## src/rtl/fifo_packet_arbiter_pkg.sv

```systemverilog
// Shared helpers for the packet arbiter: modular index arithmetic and entry sizing.
package fifo_packet_arbiter_pkg;

  // (a + b) mod n, for a < n and b < n; avoids a divider in the rotate logic.
  function automatic int wrap_add(input int a, input int b, input int n);
    int sum;
    sum = a + b;
    return (sum >= n) ? (sum - n) : sum;
  endfunction

  function automatic int entry_width(input int source_width, input int data_width);
    return source_width + 1 + data_width;
  endfunction

endpackage

```

## src/rtl/fifo_packet_arbiter_sync_fifo.sv

```systemverilog
// Synchronous FIFO with flush; head entry is read combinationally from storage.
module sync_fifo #(
  parameter int SIZE  = 8,
  parameter int WIDTH = 8
) (
  input  logic             clk,
  input  logic             reset,
  input  logic             flush_en,
  input  logic             enqueue_en,
  input  logic [WIDTH-1:0] enqueue_data,
  input  logic             dequeue_en,
  output logic [WIDTH-1:0] dequeue_data,
  output logic             empty,
  output logic             full,
  output logic             almost_full,
  output logic             almost_empty
);

  localparam int AW = $clog2(SIZE);

  logic [WIDTH-1:0] mem [SIZE];
  logic [AW:0]      wr_ptr;
  logic [AW:0]      rd_ptr;
  logic [AW:0]      count;
  logic             do_enq;
  logic             do_deq;

  assign count        = wr_ptr - rd_ptr;
  assign empty        = (count == '0);
  assign full         = (count == (AW+1)'(SIZE));
  assign almost_full  = (count >= (AW+1)'(SIZE - 1));
  assign almost_empty = (count <= (AW+1)'(1));
  assign do_enq       = enqueue_en && !full;
  assign do_deq       = dequeue_en && !empty;
  assign dequeue_data = mem[rd_ptr[AW-1:0]];

  // Flush wins over any same-cycle enqueue or dequeue.
  always_ff @(posedge clk or posedge reset) begin
    if (reset) begin
      wr_ptr <= '0;
      rd_ptr <= '0;
    end else if (flush_en) begin
      wr_ptr <= '0;
      rd_ptr <= '0;
    end else begin
      if (do_enq) wr_ptr <= wr_ptr + 1'b1;
      if (do_deq) rd_ptr <= rd_ptr + 1'b1;
    end
  end

  always_ff @(posedge clk) begin
    if (do_enq && !flush_en) mem[wr_ptr[AW-1:0]] <= enqueue_data;
  end

endmodule

```

## src/rtl/fifo_packet_arbiter.sv

```systemverilog
// Round-robin packet arbiter feeding one shared FIFO; a packet holds the grant
// from its first accepted beat until its last accepted beat.
module fifo_packet_arbiter
  import fifo_packet_arbiter_pkg::*;
#(
  parameter int  NUM_REQUESTERS = 4,
  parameter int  WIDTH          = 64,
  parameter int  FIFO_SIZE      = 8,
  localparam int SOURCE_WIDTH   = $clog2(NUM_REQUESTERS)
) (
  input  logic                                 clk,
  input  logic                                 reset,
  input  logic                                 flush_en,
  input  logic [NUM_REQUESTERS-1:0]            req_valid,
  input  logic [NUM_REQUESTERS-1:0]            req_last,
  input  logic [NUM_REQUESTERS-1:0][WIDTH-1:0] req_data,
  output logic [NUM_REQUESTERS-1:0]            req_ready,
  output logic                                 out_empty,
  input  logic                                 out_dequeue_en,
  output logic [WIDTH-1:0]                     out_data,
  output logic [SOURCE_WIDTH-1:0]              out_source,
  output logic                                 out_last
);

  localparam int EW = entry_width(SOURCE_WIDTH, WIDTH);

  typedef enum logic {ST_IDLE, ST_LOCKED} arb_state_t;

  typedef struct packed {
    logic [SOURCE_WIDTH-1:0] source;
    logic                    last;
    logic [WIDTH-1:0]        data;
  } entry_t;

  arb_state_t              state;
  logic [SOURCE_WIDTH-1:0] ptr;
  logic [SOURCE_WIDTH-1:0] owner;

  logic [NUM_REQUESTERS-1:0] rotated;
  logic                      any_grant;
  logic [SOURCE_WIDTH-1:0]   grant_idx;
  logic                      accept;
  logic                      accept_last;
  logic                      fifo_full;
  logic                      fifo_empty;
  logic                      unused_almost;
  logic                      almost_full;
  logic                      almost_empty;
  logic [EW-1:0]             fifo_head;
  entry_t                    entry;
  entry_t                    head;

  // Rotate so the priority pointer sits at bit 0, pick the lowest set bit,
  // then rotate the index back into requester numbering.
  always_comb begin
    rotated = '0;
    for (int k = 0; k < NUM_REQUESTERS; k++) begin
      rotated[k] = req_valid[SOURCE_WIDTH'(wrap_add(int'(ptr), k, NUM_REQUESTERS))];
    end
  end

  always_comb begin
    any_grant = 1'b0;
    grant_idx = '0;
    if (state == ST_LOCKED) begin
      any_grant = 1'b1;
      grant_idx = owner;
    end else begin
      for (int k = NUM_REQUESTERS - 1; k >= 0; k--) begin
        if (rotated[k]) begin
          any_grant = 1'b1;
          grant_idx = SOURCE_WIDTH'(wrap_add(int'(ptr), k, NUM_REQUESTERS));
        end
      end
    end
  end

  always_comb begin
    req_ready = '0;
    if (any_grant && !fifo_full && !flush_en && !reset) req_ready[grant_idx] = 1'b1;
  end

  assign accept      = |(req_valid & req_ready);
  assign accept_last = req_last[grant_idx];

  always_comb begin
    entry        = '0;
    entry.source = grant_idx;
    entry.last   = req_last[grant_idx];
    entry.data   = req_data[grant_idx];
  end

  always_ff @(posedge clk or posedge reset) begin
    if (reset) begin
      state <= ST_IDLE;
      ptr   <= '0;
      owner <= '0;
    end else if (flush_en) begin
      state <= ST_IDLE;
      ptr   <= '0;
      owner <= '0;
    end else if (accept) begin
      if (accept_last) begin
        state <= ST_IDLE;
        ptr   <= SOURCE_WIDTH'(wrap_add(int'(grant_idx), 1, NUM_REQUESTERS));
      end else begin
        state <= ST_LOCKED;
        owner <= grant_idx;
      end
    end
  end

  sync_fifo #(
    .SIZE  (FIFO_SIZE),
    .WIDTH (EW)
  ) u_fifo (
    .clk          (clk),
    .reset        (reset),
    .flush_en     (flush_en),
    .enqueue_en   (accept),
    .enqueue_data (entry),
    .dequeue_en   (out_dequeue_en),
    .dequeue_data (fifo_head),
    .empty        (fifo_empty),
    .full         (fifo_full),
    .almost_full  (almost_full),
    .almost_empty (almost_empty)
  );

  assign unused_almost = almost_full ^ almost_empty;

  assign head       = fifo_head;
  assign out_empty  = fifo_empty;
  assign out_data   = head.data;
  assign out_source = head.source;
  assign out_last   = head.last;

  dequeue_when_empty: assert property (@(posedge clk) disable iff (reset)
    !(out_dequeue_en && out_empty));

endmodule

```

## config.mk

```make
export PLATFORM = sky130hd
export DESIGN_NAME = fifo_packet_arbiter
export DESIGN_NICKNAME = d
export VERILOG_FILES = /design/src/rtl/fifo_packet_arbiter_pkg.sv /design/src/rtl/fifo_packet_arbiter_sync_fifo.sv /design/src/rtl/fifo_packet_arbiter.sv
export SDC_FILE = /design/constraint.sdc
export NUM_CORES = 1
export LEC_CHECK = 0
export ABC_CLOCK_PERIOD_IN_PS = 24400
export CAP_MARGIN = 20
export CORE_MARGIN = 8
export CORE_UTILIZATION = 50
export DETAILED_ROUTE_END_ITERATION = 6
export PLACE_DENSITY = 0.74
export SYNTH_ARGS = -nofsm -noshare
export SYNTH_HDL_FRONTEND = slang
export SYNTH_HIERARCHICAL = 1
export SYNTH_SLANG_ARGS = --single-unit
export TNS_END_PERCENT = 10
```

## constraint.sdc

```tcl
create_clock -name clk -period 24.4 [get_ports clk]
set_input_delay 4.88 -clock clk [delete_from_list [all_inputs] [get_ports clk]]
set_output_delay 4.88 -clock clk [all_outputs]
set_load 0.05 [all_outputs]
```

==> results.toml <==
[timing]
period_needed_ns = 13.46
skew_ns = 0.009151
setup_viol = 0
finalHoldViolCount = 0
slew_viol_final = 0
max_slew.worst_pin.slew_ns = 1.087
rsz0062_at_grt = "false"
finalCritPeriodShare = 0.5515
setup_ws_ns = 10.94
fin_setup_tns_ns = 0
clock.fmax_mhz = 74.32
slew_headroom = 0.2750
hold_slack_ns = 0.5533

[placement]
dp_slack_ns = 10.86
place_hpwl_um = 33460
placed_area_um2 = 27430
gp_congestion = 0.8200
port_buffers = 339
dp.cells = 2245

[clock_tree]
root_buffer = "clkbuf_16"
post-cts-setup-buffers = 0
htree_levels = 2
clkTransAtPathRegs_ns = 0.06
clkLatencyLatePin_ns = 0.57
cts_repair_resize_count = 0
clock_sinks = 549
tritoncts = "built"
hold_buffers = 0
cts_buffers = 53
clockBufferDepth = 3

[grt]
grt_pass1_vias = 14131
grt_overflow = 0
grt_pass1_wl_um = 82900
grt_max_degree = 75
grt_usage = 0.2004
antenna_found_initial = 0
top_usage_layer = "met2"
use_met3 = 0.05167
grt_use_met2 = 0.3410
gr-usage-met1 = 0.2567

[power]
power_leakage_nw = 9.874
p_per_area_nw_per_um2 = 108.5
peakVddDrop_v = 0.00005681
power_mw = 3.160

[finish]
diodes = 0
area_growth_pct = 24.64
drive_gt1_frac = 0.1856
final_util = 0.6284
instances_no_fill = 2342
final_cell_area_um2 = 29130
nets = 1967

[drt]
drt-initial-drc-count = 821
firstDrtPassIters = 5
vias = 13298
route.detailed.drc = 0
drt-vias-per-instance = 5.678
ant_nets = 0
wl_per_cell_um = 23.32
drt-total-wl_um = 54610

[setup_path]
crit_type = "in2out"
reg2reg_depth = 13
path_max_fanout = 60
worstReg2RegEnd = "u_fifo/mem[0][28]"
worstSetupEndpointType = "output pin"
cp-start-kind = "primary input"
cp.required_ns = 19.52
rr_startpoint = "u_fifo/rd_ptr[0]"
arrival_ns = 8.58
r2r_setup_slack_ns = 19.25

[synth]
synth_fp_nets = 1622
ys_warn_count = 6
synthesis.area_um2 = 23370
synth_area_per_cell_um2 = 17.34
synth_cells = 1348

[die]
pin_count = 340
dieHeight_um = 232.2
core_area_um2 = 46360
dieArea_um2 = 53910
die_w_um = 232.2
start_util = 0.5041
row_count = 79

[run_status]
status = "finished clean"

[flow_run]
maxCapViolations = 0

[min_path]
whs_path_depth = 2
whs_endpoint = "owner[0]"
min_from = "owner[0]"
hold_class = "reg2reg"
-- power breakdown --
group          switching [mW]  internal, mW  leakage (nW)  total (mW)
Sequential             0.0381          1.21          4.99        1.25
Clock                   0.330         0.463         0.824       0.793
Combinational           0.688         0.432          4.06        1.12
-- worst max-delay path, stage by stage --
cell and delay (ns):
clkdlybuf4s50_1 0.58, nand2b_1 0.09, a21oi_1 0.34, o31ai_4 0.13, nor2_4 0.65, buf_4 0.78, and3_1 0.27, clkdlybuf4s50_1 0.80
-- worst max path at each step --
stage                       from                to  slack, ns  depth (start not counted)
floorplan           req_valid[2]  u_fifo/mem[0][0]      11.25                          9
global placement    req_valid[2]      req_ready[2]      10.98                          8
detailed placement  req_valid[2]      req_ready[2]      10.86                          8
CTS                 req_valid[2]      req_ready[2]      10.87                          8
global route        req_valid[2]      req_ready[2]      10.70                          8
finish              req_valid[2]      req_ready[2]      10.94                          8
-- per-layer routing --
layer  wire length, µm  vias up
li1                  -     5968
met1             22130     6706
met2             27010      541
met3              4468       83
met4               997        0
met5                 0        -
-- sequential cells by signal (all words and copies together), names as in the netlist --
signal / count
u_fifo/mem: 536
u_fifo/rd_ptr: 4
ptr: 2
owner: 2
state: 1
u_fifo/wr_ptr: 4
-- layout by cell type, fill, tap and decap left out, types with 2 or more instances in the layout --
| cell | n |
|---|---|
| a211oi_1 | 2 |
| a21o_1 | 2 |
| a21oi_1 | 69 |
| and3_1 | 6 |
| buf_4 | 26 |
| bufinv_16 | 4 |
| clkbuf_1 | 13 |
| clkbuf_16 | 55 |
| clkbuf_8 | 3 |
| clkdlybuf4s50_1 | 339 |
| clkinv_1 | 8 |
| clkinv_2 | 9 |
| clkinvlp_4 | 4 |
| dfrtp_1 | 10 |
| dfrtp_4 | 3 |
| edfxtp_1 | 536 |
| ha_1 | 5 |
| inv_1 | 12 |
| inv_2 | 4 |
| mux2_1 | 8 |
| mux2_2 | 56 |
| mux2i_1 | 70 |
| mux4_2 | 134 |
| nand2_1 | 213 |
| nand2b_1 | 7 |
| nand3_1 | 6 |
| nand4_1 | 2 |
| nor2_1 | 75 |
| nor3_1 | 4 |
| nor3_2 | 7 |
| nor4_2 | 2 |
| o21ai_0 | 5 |
| o21ai_1 | 2 |
| o31ai_1 | 3 |
| or2_2 | 2 |
| xnor2_1 | 4 |
| xor2_1 | 2 |
-- cell type report --
type                       count  area, µm²
sequential                   549      16430
timing repair buffer         365       3588
fill                        3345      17230
inverter                      16      60.06
tap                          607      759.5
clock buffer                  71       1466
clock inverter                26      234.0
multi-input combinational    708       6589
Power figures use the tool's default switching activity.
